File: config.mk
export PLATFORM = sky130hd
export DESIGN_NAME = world_map_arbiter
export DESIGN_NICKNAME = d
export VERILOG_FILES = /design/src/rtl/world_map_arbiter.sv
export SDC_FILE = /design/constraint.sdc
export NUM_CORES = 1
export LEC_CHECK = 0
export ABC_AREA = 0
export BUFFER_PORTS_ARGS = -buffer_cell sky130_fd_sc_hd__buf_2
export CORE_MARGIN = 2
export CORE_UTILIZATION = 35
export DETAILED_ROUTE_END_ITERATION = 10
export GPL_ROUTABILITY_DRIVEN = 0
export HOLD_SLACK_MARGIN = 0.1
export PLACE_DENSITY = 0.59
export SYNTH_ARGS = -nofsm -noshare
export SYNTH_HDL_FRONTEND = slang
export SYNTH_SLANG_ARGS = --single-unit
File: constraint.sdc
create_clock -name clk -period 1.7 [get_ports clk]
set_input_delay 0.34 -clock clk [delete_from_list [all_inputs] [get_ports clk]]
set_output_delay 0.34 -clock clk [all_outputs]
set_load 0.005 [all_outputs]
File: src/rtl/world_map_arbiter.sv
// world_map_arbiter
//
// Shares the single-port world/maze map RAM (2-bit pixels, synchronous
// 1-cycle read) between the VGA pixel fetch path (vid) and the ball
// collision probe (col). vid has priority. A bounded-wait counter forces a
// col grant after MAX_WAIT-1 consecutive denials, which drops that cycle's
// vid request. Each read carries an owner tag so the data returns to the
// right requester with a fixed 3-cycle latency.
//
// Timing of a grant decided in cycle N:
//   N+1  map_en/map_addr, col_ack, vid_drop
//   N+2  map_data from the RAM
//   N+3  vid_valid or col_valid pulse with the pixel
//
// Ports:
//   clk, reset              clock; asynchronous active-high reset
//   vid_req/row/col         single-cycle video fetch request
//   vid_valid, vid_pixel    returned video pixel; the pixel holds between pulses
//   vid_drop                pulse: a vid request lost to a forced col grant
//   col_req/row/col         level probe request, held until col_valid
//   col_ack                 pulse on the cycle after a col grant
//   col_valid, col_pixel    returned probe pixel; the pixel holds between pulses
//   map_en, map_addr        RAM read port, map_addr = {row, col}
//   map_data                RAM read data, one cycle after map_en
//   drop_count              saturating count of vid_drop pulses
//   state_dbg               last grant owner (0 IDLE, 1 VID, 2 COL)
//
// Build option: define WORLD_MAP_ARB_STATS_EN to build the drop_count
// counter. Without it, drop_count is tied to zero.
//
// Handshake: vid has no back-pressure. A vid request that is not serviced is
// reported on vid_drop and is not retried. col_req is a level that is held
// with a stable address. col_ack marks its grant. While the read is in flight
// (from the grant until the col_valid cycle), col_req is ignored. A col_req
// that is still high on the cycle after col_valid is a new request.
module world_map_arbiter #(
  parameter int ADDR_W   = 7,
  parameter int MAX_WAIT = 8
) (
  input  logic                clk,
  input  logic                reset,
  input  logic                vid_req,
  input  logic [ADDR_W-1:0]   vid_row,
  input  logic [ADDR_W-1:0]   vid_col,
  output logic                vid_valid,
  output logic [1:0]          vid_pixel,
  output logic                vid_drop,
  input  logic                col_req,
  input  logic [ADDR_W-1:0]   col_row,
  input  logic [ADDR_W-1:0]   col_col,
  output logic                col_ack,
  output logic                col_valid,
  output logic [1:0]          col_pixel,
  output logic                map_en,
  output logic [2*ADDR_W-1:0] map_addr,
  input  logic [1:0]          map_data,
  output logic [15:0]         drop_count,
  output logic [1:0]          state_dbg
);

  typedef enum logic [1:0] {
    IDLE = 2'd0,
    VID  = 2'd1,
    COL  = 2'd2
  } owner_t;

  localparam logic [7:0] WAIT_LIMIT = 8'(MAX_WAIT - 1);

  owner_t     state, next_state;
  owner_t     grant;
  owner_t     tag0, tag1;
  logic [7:0] wait_cnt, wait_next;
  logic       drop_next;
  logic       col_in_flight;

  // The col_valid cycle still counts as in flight. The requester keeps
  // col_req high during that cycle, and it must not trigger a second read.
  assign col_in_flight = (tag0 == COL) || (tag1 == COL) || col_valid;
  assign state_dbg     = state;

  // Grant decision for this cycle. This block also computes the next owner
  // and the next wait count.
  always_comb begin
    grant      = IDLE;
    drop_next  = 1'b0;
    next_state = state;
    wait_next  = wait_cnt;

    if (col_req && !col_in_flight && (wait_cnt == WAIT_LIMIT)) begin
      grant     = COL;
      drop_next = vid_req;
    end else if (vid_req) begin
      grant = VID;
    end else if (col_req && !col_in_flight) begin
      grant = COL;
    end

    if (grant != IDLE) next_state = grant;

    if (!col_req || (grant == COL)) begin
      wait_next = 8'd0;
    end else if (!col_in_flight && (wait_cnt != WAIT_LIMIT)) begin
      wait_next = wait_cnt + 8'd1;
    end
  end

  always_ff @(posedge clk or posedge reset) begin
    if (reset) begin
      state    <= IDLE;
      wait_cnt <= 8'd0;
    end else begin
      state    <= next_state;
      wait_cnt <= wait_next;
    end
  end

  // RAM request stage and the owner tag pipeline. tag0 lines up with
  // map_en, and tag1 lines up with map_data.
  always_ff @(posedge clk or posedge reset) begin
    if (reset) begin
      map_en   <= 1'b0;
      map_addr <= '0;
      col_ack  <= 1'b0;
      vid_drop <= 1'b0;
      tag0     <= IDLE;
      tag1     <= IDLE;
    end else begin
      map_en   <= (grant != IDLE);
      col_ack  <= (grant == COL);
      vid_drop <= drop_next;
      tag0     <= grant;
      tag1     <= tag0;
      if (grant == COL)      map_addr <= {col_row, col_col};
      else if (grant == VID) map_addr <= {vid_row, vid_col};
    end
  end

  // Output stage: steer the returned pixel by its tag.
  always_ff @(posedge clk or posedge reset) begin
    if (reset) begin
      vid_valid <= 1'b0;
      col_valid <= 1'b0;
      vid_pixel <= 2'b00;
      col_pixel <= 2'b00;
    end else begin
      vid_valid <= (tag1 == VID);
      col_valid <= (tag1 == COL);
      if (tag1 == VID) vid_pixel <= map_data;
      if (tag1 == COL) col_pixel <= map_data;
    end
  end

`ifdef WORLD_MAP_ARB_STATS_EN
  always_ff @(posedge clk or posedge reset) begin
    if (reset) begin
      drop_count <= 16'd0;
    end else if (vid_drop && (drop_count != 16'hFFFF)) begin
      drop_count <= drop_count + 16'd1;
    end
  end
`else
  assign drop_count = 16'd0;
`endif

endmodule

; ---- Word level (Yosys, flattened, before mapping)
; Cells that the tools add are included.
[word_totals]
register_bits = 37
latch_bits = 0
ram_bits = 0
rom_bits = 0
inputBits = 34
out_inout_bits = 41
word_cells = 39
memories = 0
[op_classes]
n_addsub = 1
multipliers = 0
div = 0
order_cmp = 0
eq_ne = 7
n_shift = 0
muxes = 8
bitwise = 0
n_reduce_logical = 11
[op_table]
columns = op, count
row1 = 14-bit 2-to-1 mux, 2
row2 = 8-bit 2-to-1 mux, 2
row3 = "8-bit by 1-bit adder with 8-bit output, second input constant", 1
row4 = "8-bit by 3-bit equality test with 1-bit output, second input constant", 1
row5 = "8-bit by 3-bit inequality test with 1-bit output, second input constant", 1
row6 = "2-bit equality test, second input constant", 3
row7 = 2-bit 2-to-1 mux, 3
row8 = 2-bit nonzero test, 3
row9 = "2-bit by 1-bit equality test with 1-bit output, second input constant", 2
row10 = 1-bit logical AND, 3
row11 = 1-bit logical OR, 3
row12 = 1-bit zero test, 2
row13 = 1-bit 2-to-1 mux, 1

; ---- Longest topological paths before layout
; Gate-level depths: netlist of run 1.
[logic_depth]
word_depth = 11
ltp_mapped = 7
mapped_depth_nobuf = 6

; ---- Worst setup path after synthesis of run 1
; Ideal clock, no wire load.
[synth_timing]
kind = register -> register
startpoint = register wait_cnt[0]
endpoint = register map_addr[0]
setup_ns = 0.073
arrival_time_ns = 1.609
t_required_ns = 1.627
slack_ns = 0.018
stages_incl_launch_ff = 8
path_buffers = 2
period_less_slack_ns = 1.682
cell_sequence = dfrtp_1 > ha_1 > nor4b_4 > a31oi_4 > or2_1 > buf_6 > buf_12 > a21oi_2
[synth_between]
elab_chain_len = 5
word_cells_on_any_way = 7
cone_classes = 3 x eq/ne / 2 x mux / 2 x reduce/logical
[synth_lines]
columns = element, line
row1 = start: declaration, 72  ; logic [7:0] wait_cnt, wait_next;
row2 = start signal: assignment, 113  ; wait_cnt <= wait_next;
row3 = 8-bit by 3-bit equality test with 1-bit output *, 89  ; if (col_req && !col_in_flight && (wait_cnt == WAIT_LIMIT)) begin
row4 = 1-bit logical AND *, 89
row5 = 2-bit 2-to-1 mux *, 89
row6 = 2-bit equality test / 2-bit by 1-bit equality test with 1-bit output (equally long branches), "133, 134"
row7 = 14-bit 2-to-1 mux / 2-bit nonzero test (equally long branches), -
row8 = end signal: assignment, 133  ; if (grant == COL) map_addr <= {col_row, col_col};
row9 = end signal: assignment, 134  ; else if (grant == VID) map_addr <= {vid_row, vid_col};
row10 = end: declaration, 55  ; output logic [2*ADDR_W-1:0] map_addr,
; Mark *: on every way between the ends. The rest lies on a longest branch, timed or not.
; A chain may end at the register's enable or synchronous reset.

; ---- Worst setup path after layout of run 1
[layout_timing]
startpoint = register tag1[1]
endpoint = register wait_cnt[5]
[layout_between]
elab_chain_len = 11
word_cells_on_any_way = 14
cone_classes = 2 x eq/ne / 4 x mux / 8 x reduce/logical
[layout_lines]
columns = element, line
row1 = start: declaration, 71  ; owner_t tag0, tag1;
row2 = start signal: assignment, 132  ; tag1 <= tag0;
row3 = 2-bit equality test *, 78  ; assign col_in_flight = (tag0 == COL) || (tag1 == COL) || col_valid;
row4 = 1-bit logical OR * (2 in series), 78
row5 = 1-bit zero test *, "89, 94, 102"
row6 = 1-bit logical AND, "89, 94"
row7 = 2-bit 2-to-1 mux, 94  ; end else if (col_req && !col_in_flight) begin
row8 = 2-bit 2-to-1 mux, 92  ; end else if (vid_req) begin
row9 = 2-bit 2-to-1 mux, 89
row10 = 2-bit equality test, 100  ; if (!col_req || (grant == COL)) begin
row11 = 1-bit logical OR, 100
row12 = 8-bit 2-to-1 mux / 2-bit nonzero test (equally long branches), -
; Marked as above.

==> results of run 1 <==
[worst register-to-register path: cells and delay by family, from the launching register on]
kind	cells	cell delay [ps]
AO/OA/AOI/OAI	1	210
buffers and inverters	1	60
flip-flops	1	410
AND/OR/NAND/NOR	3	870
[area by class of cell]
cell class                 count  area [um^2]
clock buffer                   6         82.6
clock inverter                 2         37.5
fill                         524         2800
inverter                       9         33.8
multi-input combinational    118          773
sequential                    37          926
tap                           70         87.6
timing repair buffer          76          429
[routing by layer]
metal  vias up  GRT usage (%)  part of all wire [%]
met5         -              0                     0
met3         4           3.26                   5.8
met2        48           21.7                    49
met4         0           5.36                   1.1
li1        725              -                     -
met1       697           17.7                    44
[state kept, by name (all words and copies together), names as in the netlist, 2 cells and up]
signal and flops:
col_pixel 2, map_addr 14, state_dbg 2, tag0 2, tag1 2, vid_pixel 2
wait_cnt 8
[what timing repair did]
action,CTS,global route
endpoints found under the hold margin,0,0
setup endpoints to repair,0,15
gates resized for setup,0,3
setup buffers,0,5
[worst min-delay path by stage]
stage / startpoint / end / slack, ps / cells after the start
global route: reset / vid_pixel[1] / 190 / 3
global placement: tag0[1] / tag1[1] / 370 / 0
CTS: reset / vid_drop / 160 / 3
finish: reset / vid_pixel[1] / 140 / 3
detailed placement: tag0[1] / tag1[1] / 370 / 0
floorplan: tag0[1] / tag1[1] / 360 / 0
[power by group through the flow]
stage          clock network, W  registers (W)  logic, W
5_1_grt                0.000845        0.00101  0.000406
3_3_place_gp                  0        0.00101  0.000357
4_1_cts                0.000804       0.000997  0.000362
6_report               0.000790       0.000997  0.000364
2_1_floorplan                 0        0.00102  0.000228
3_5_place_dp                  0        0.00101  0.000361
[through the flow]
stage | utilization, % | instances
floorplan | - | 187
CTS | 44.9 | 313
global route | 45.8 | 318
finish | 45.8 | 318
detailed placement | 42.6 | 305
global placement | 42.6 | 305
[cell usage after synthesis (2+ instances only)]
cell type,n
a21oi_1,6
a21oi_2,9
a22oi_1,14
a31oi_1,2
buf_4,16
buf_6,2
clkbuf_8,4
dfrtp_1,37
inv_1,7
inv_2,2
mux2_2,2
nand2_1,10
nand3_1,6
nor2_1,9
nor3_1,16
o21ai_0,2
o2bb2ai_1,3
[cell families (layout without fill, tap and decap cells)]
| group | after synthesis | in the layout | share of synthesized area (%) |
|---|---|---|---|
| other | 1 | 16 | 0.198 |
| buffers and inverters | 32 | 93 | 13.3 |
| AOI/OAI and AO/OA | 41 | 41 | 17.2 |
| adders and majority gates | 1 | 1 | 0.662 |
| DFF | 37 | 37 | 49.0 |
| muxes | 3 | 3 | 1.72 |
| and+or+nand+nor | 55 | 55 | 17.0 |
| xor gates and xnor gates | 2 | 2 | 0.927 |
==> impl_metrics.yaml, run 1 <==
outcome:
  outcome: "finished clean"
sta:
  setup_viol: 0
  skew_ps: 8.93
  setup_slack_ps: 69.4
  final_hold_viol_count: 0
  post-route-period-util_pct: 95.9
  fmax_ghz: 0.613
  hold_ws_ps: 135
  finalSetupTns_ps: 0
  slew_viol_final: 0
  period_needed_ps: 1630
cts:
  ctsHoldBuffers: 0
  cts.sinks: 37
  cts-root-buf: "clkbuf_8"
  cts_made_buffers: 5
  clockBufferDepth: 2
  clkTransAtPathRegs_ps: 80
  cts_tree: "done"
  clock_latency_ps: 290
  cts_max_level: 2
cells_and_area:
  synthToLayoutAreaGrowth_pct: 25.4
  diodes: 0
  fin_nets: 282
  layout_common_cells: "buf_2 (58), dfrtp_1 (37), buf_4 (17)"
  drive_gt1_share_pct: 44.0
  final_common_cell: "buf_2"
  design_area_um2: 2370
synthesis:
  ys_ff_latch: 37
  ys_seq_area_share_pct: 49.0
  ys_types: 42
  ys_warn_count: 0
  synth_edf_count: 0
  synth_top_cell_area_share_pct: 49.0
  syn-mean-instance-area_um2: 11.0
  synthCells: 172
  mappedNetlistArea_um2: 1890
  synth_top_cell_by_area: "dfrtp_1"
  yosys_most_used_dff: "dfrtp_1"
  synthTopCellsByArea: "dfrtp_1 (49%), buf_4 (6.4%), a22oi_1 (5.6%)"
  async_flop_share_pct: 100
global_route:
  antenna_found_initial: 0
  grt_overflow: 0
  grt_pass1_vias: 1340
  grt_pass1_wl_um: 6470
  grt_max_degree: 38
  track_usage_pct: 13.6
drt:
  viasPerCell: 4.64
  antenna_left: 0
  drc_errors: 0
  drt-initial-drc-count: 56
  wl_per_cell_um: 12.8
  drtPass1Iterations: 4
  wirelength_um: 4060
  num_vias: 1474
setup_path:
  endpoint_kind: "register"
  cp.required_ps: 1900
  worst_path_max_delay_cell: "dfrtp_1"
  path_depth: 5
  crit_family: "simple AND/OR/NAND/NOR gates"
  reg2regPathDepth: 5
  r2r-end: "wait_cnt[5]"
  worstPathMaxFanout: 5
  cp_data_arrival_time_ps: 1830
  cp.buffers_inverters: 1
  worstSetupStartpoint: "tag1[1]"
  crit_type: "reg2reg"
  reg2reg_from: "tag1[1]"
  r2r_setup_slack_ps: 70
  path_cells: "nand2b_4 > inv_2 > or3_4 > or3_1 > a211oi_2"
  crit_path_max_incr_delay_ps: 410
  worst_setup_path_start_kind: "register"
  critPathCapture: "wait_cnt[5]"
power_and_ir_drop:
  clkPwrFrac_pct: 36.7
  combPwrFrac_pct: 16.9
  seqPwrFrac_pct: 46.3
  p_leak_nw: 1.15
  p_int_w: 0.00161
  p_total_w: 0.00215
  p_sw_w: 0.000539
  ir_worst_vdd_mv: 0.578
  power_density_nw_per_um2: 908
  swShare_pct: 25.0
placement:
  dpl_cell_area_um2: 2200
  portBuffers: 58
  place_ws_ps: 73.8
  dp_hpwl_um: 2890
die:
  die_area_um2: 6000
  io_pins: 75
  die_w_um: 77.5
  coreArea_um2: 5170
  initial_core_util_pct: 36.5
  fp.dieH_um: 77.5
  rows: 26
min_path:
  min_path_type: "in2async"
job:
  maxCapViolations: 0
Power figures use the tool's default switching activity.
==> inputs of run 2 (changes only) <==
--- a/config.mk
+++ b/config.mk
@@ -12,6 +12,7 @@
 export DETAILED_ROUTE_END_ITERATION = 10
 export GPL_ROUTABILITY_DRIVEN = 0
 export HOLD_SLACK_MARGIN = 0.1
+export MAX_ROUTING_LAYER = met4
 export PLACE_DENSITY = 0.59
 export SYNTH_ARGS = -nofsm -noshare
 export SYNTH_HDL_FRONTEND = slang
==> run 2 against run 1 <==
Global-route usage rose by 0.38 points. Flip-flop and latch count unchanged. Clock skew stayed put.
==> impl_metrics.yaml, run 2 (synthesis gave the netlist of run 1 again) <==
setup_path:
  worst_setup_path_start_kind: "register"
  worst_path_max_delay_cell: "dfrtp_1"
  endpoint_kind: "register"
  worstPathMaxFanout: 5
  crit_path_max_incr_delay_ps: 410
  cp.required_ps: 1900
  worstSetupStartpoint: "tag1[1]"
  path_cells: "nand2b_4 > inv_2 > or3_4 > or3_1 > a211oi_2"
  reg2reg_from: "tag1[1]"
  cp_data_arrival_time_ps: 1830
  crit_type: "reg2reg"
cts:
  ctsHoldBuffers: 0
  clock_latency_ps: 290
  cts_max_level: 2
  cts.sinks: 37
  clkTransAtPathRegs_ps: 80
  cts_made_buffers: 5
  cts-root-buf: "clkbuf_8"
  clockBufferDepth: 2
  cts_tree: "done"
sta:
  setup_slack_ps: 69.4
  slew_viol_final: 0
  skew_ps: 8.93
  fmax_ghz: 0.613
  final_hold_viol_count: 0
  post-route-period-util_pct: 95.9
  hold_ws_ps: 135
  period_needed_ps: 1630
  setup_viol: 0
cells_and_area:
  regMostFlops: "map_addr"
  layout.cells.non_filler: 318
  top_regs: "map_addr (14), wait_cnt (8)"
  final_common_cell: "buf_2"
  n_fill_cell: 524
  seq_area_um2: 926
  multiInputGateArea_um2: 773
  diodes: 0
  drive_gt1_share_pct: 44.0
  fin_nets: 282
  final_util_pct: 45.8
  layout_common_cells: "buf_2 (58), dfrtp_1 (37), buf_4 (17)"
  synthToLayoutAreaGrowth_pct: 25.4
  largest_reg_flops: 14
outcome:
  outcome: "finished clean"
drt:
  antenna_left: 0
  drtPass1Iterations: 4
  drc_errors: 0
  viasPerCell: 4.64
  wirelength_um: 4060
  num_vias: 1475
  wl_per_cell_um: 12.8
  drt-initial-drc-count: 56
global_route:
  track_usage_pct: 13.9
  grt_pass1_wl_um: 6470
  grt_pass1_vias: 1340
  grt_max_degree: 38
  grt_overflow: 0
  antenna_found_initial: 0
power_and_ir_drop:
  clkPwrFrac_pct: 36.7
  p_sw_w: 0.000538
  swShare_pct: 25.0
  seqPwrFrac_pct: 46.3
  combPwrFrac_pct: 16.9
  p_int_w: 0.00161
  ir_worst_vdd_mv: 0.578
  p_leak_nw: 1.15
  power_density_nw_per_um2: 908
  p_total_w: 0.00215
placement:
  dp_hpwl_um: 2890
  placed_cells: 305
  portBuffers: 58
  place_ws_ps: 73.8
die:
  die_area_um2: 6000
  initial_core_util_pct: 36.5
  io_pins: 75
  die_w_um: 77.5
  fp.dieH_um: 77.5
  coreArea_um2: 5170
  rows: 26
job:
  maxCapViolations: 0
min_path:
  min_path_type: "in2async"
## run 2: cell counts in the layout (fill, tap and decap cells not counted)
No cell type changed its count.
## run 2: routing by layer
layer	part of all wire (%)	track usage, %	vias up
li1	-	-	725
met1	45	17.8	698
met2	49	21.7	48
met3	5.6	3.14	4
met4	1.1	5.36	0
met5	0	-	-
## run 2: layout make-up
type | instances | area share, %
Inverter | 9 | 1.43
Clock inverter | 2 | 1.58
Timing Repair Buffer | 76 | 18.1
Clock buffer | 6 | 3.48
Multi-Input combinational cell | 118 | 32.6
Sequential cell | 37 | 39.1
Tap cell | 70 | 3.70
## run 2: final timing paths
check	endpoint	slack [ps]	cells after the start
setup / recovery	wait_cnt[5]	70	5
min in group clk	col_pixel[1]	260	3
max in group asynchronous	state_dbg[1]	1220	3
setup reg to reg	wait_cnt[5]	70	5
hold / removal	vid_pixel[1]	140	3
hold reg to reg	tag1[1]	390	0
## run 2: repair_timing
| item | 4_1_cts | 5_1_grt |
|---|---|---|
| setup buffers | 0 | 5 |
| gates resized for setup | 0 | 3 |
| endpoints found under the hold margin | 0 | 0 |
| setup endpoints to repair | 0 | 15 |
## run 2: power groups by stage
stage	combinational (W)	clock (W)	sequential, W
floorplan	0.000228	0	0.00102
CTS	0.000362	0.000804	0.000997
global route	0.000406	0.000845	0.00101
global placement	0.000357	0	0.00101
detailed placement	0.000361	0	0.00101
finish	0.000364	0.000790	0.000997
## run 2: worst max-delay path, delay by kind of cell, from the launching register on
family,cells,cell delay (ps)
DFF,1,410
AOI/OAI and AO/OA,1,210
buffers and inverters,1,60
and+or+nand+nor,3,870
## run 2: metrics by stage
step / area (um^2) / setup TNS (ps)
3_5_place_dp: 2200 / 0
6_report: 2370 / 0
3_3_place_gp: 2200 / 0
5_1_grt: 2370 / -26.0
4_1_cts: 2320 / 0
2_1_floorplan: 1950 / 0
==> inputs of run 3 (changes only) <==
--- a/config.mk
+++ b/config.mk
@@ -13,7 +13,6 @@
 export GPL_ROUTABILITY_DRIVEN = 0
 export HOLD_SLACK_MARGIN = 0.1
 export MAX_ROUTING_LAYER = met4
-export PLACE_DENSITY = 0.59
 export SYNTH_ARGS = -nofsm -noshare
 export SYNTH_HDL_FRONTEND = slang
 export SYNTH_SLANG_ARGS = --single-unit
==> run 3 against run 2 <==
Hold slack worse by 3.3 ps. Maximum frequency fell by 0.85%. Sequential share of layout area is 0.44 points higher. Largest power group unchanged. Highest routed layer unchanged.
==> impl_metrics.yaml, run 3 (synthesis gave the netlist of run 1 again) <==
outcome:
  outcome: "finished clean"
cts:
  cts_made_buffers: 5
  cts-root-buf: "clkbuf_8"
  clock_latency_ps: 300
  cts_tree: "done"
  clkTransAtPathRegs_ps: 90
  cts_max_level: 2
  clockBufferDepth: 2
  cts.sinks: 37
job:
  maxCapViolations: 0
cells_and_area:
  fin_nets: 280
  final_util_pct: 45.3
  diodes: 0
  largest_reg_flops: 14
  top_regs: "map_addr (14), wait_cnt (8)"
  regMostFlops: "map_addr"
  final_common_cell: "buf_2"
  drive_gt1_share_pct: 43.1
  synthToLayoutAreaGrowth_pct: 24.0
  layout_common_cells: "buf_2 (58), dfrtp_1 (37), nor3_1 (16), conb_1 (16), buf_4 (16)"
sta:
  period_needed_ps: 1640
  final_hold_viol_count: 0
  finalSetupTns_ps: 0
  slew_viol_final: 0
  rsz0062_at_grt: "no"
  fmax_ghz: 0.608
  setup_viol: 0
  post-route-period-util_pct: 96.7
  skew_ps: 11.6
setup_path:
  endpoint_kind: "register"
  cp_data_arrival_time_ps: 1850
  path_cells: "nand2b_4 > inv_2 > or3_4 > or3_1 > a211oi_2"
  worstPathMaxFanout: 5
  crit_path_max_incr_delay_ps: 410
  crit_family: "simple AND/OR/NAND/NOR gates"
  cp.required_ps: 1910
  worst_path_max_delay_cell: "dfrtp_1"
  crit_type: "reg2reg"
  worst_setup_path_start_kind: "register"
  cp.buffers_inverters: 1
die:
  die_area_um2: 6000
  rows: 26
  initial_core_util_pct: 36.5
  fp.dieH_um: 77.5
  die_w_um: 77.5
  coreArea_um2: 5170
  io_pins: 75
placement:
  dp_hpwl_um: 3070
  portBuffers: 58
drt:
  drt-initial-drc-count: 81
  drc_errors: 0
  wirelength_um: 4180
  wl_per_cell_um: 13.2
  drtPass1Iterations: 4
  antenna_left: 0
  num_vias: 1513
  viasPerCell: 4.79
power_and_ir_drop:
  power_density_nw_per_um2: 917
  p_leak_nw: 1.14
  ir_worst_vdd_mv: 0.419
global_route:
  track_usage_pct: 15.1
  grt_overflow: 0
  grt_pass1_vias: 1477
  grt_max_degree: 38
  antenna_found_initial: 0
  grt_pass1_wl_um: 6930
min_path:
  min_path_type: "in2async"
## run 3: final cells by class
class | count | area, um^2
tap | 70 | 87.6
sequential | 37 | 926
inverter | 9 | 33.8
timing repair buffer | 74 | 410
multi-input combinational | 118 | 771
clock buffer | 5 | 68.8
clock inverter | 3 | 46.3
fill | 514 | 2830
## run 3: per-layer routing
metal	GRT usage, %	vias up	part of all wire, %
met5	-	-	0
met4	5.36	0	1.5
met3	4.30	5	5.7
met2	23.8	56	48
met1	18.5	726	45
li1	-	726	-
## run 3: per-stage QoR
| stage | area [um^2] | power (W) | cells | setup WS [ps] | hold slack (ps) |
|---|---|---|---|---|---|
| floorplan | 1950 | 0.00125 | 187 | 18.5 | 359 |
| global placement | 2220 | 0.00138 | 307 | 119 | 374 |
| detailed placement | 2220 | 0.00138 | 307 | 72.8 | 375 |
| CTS | 2330 | 0.00217 | 315 | 61.0 | 151 |
| global route | 2340 | 0.00227 | 316 | 6.33 | 187 |
| finish | 2340 | 0.00215 | 316 | 55.5 | 132 |
## run 3: tightest hold or removal path: cells and delay by family
kind,cells,cell delay [ps]
buffers and inverters,3,530
## run 3: path summary, 6_finish.rpt
path / start / endpoint / slack, ps / cells after the start
max: tag1[1] / wait_cnt[5] / 60 / 5
max in group asynchronous: reset / vid_drop / 1220 / 3
min: reset / map_addr[4] / 130 / 3
max reg2reg: tag1[1] / wait_cnt[5] / 60 / 5
min in group clk: map_data[1] / col_pixel[1] / 260 / 3
min reg2reg: tag0[0] / tag1[0] / 390 / 0
## run 3: repair_timing
item	in CTS	in global routing
hold endpoints to repair	0	0
setup endpoints to repair	0	6
setup buffers	0	1
resized for setup	0	1
hold buffers	0	0
## run 3: power breakdown
group / internal (W) / switching [W] / total [W] / leakage, nW
clock: 0.000439 / 0.000347 / 0.000787 / 0.0543
combinational: 0.000177 / 0.000187 / 0.000364 / 0.620
sequential: 0.000958 / 0.0000401 / 0.000998 / 0.463
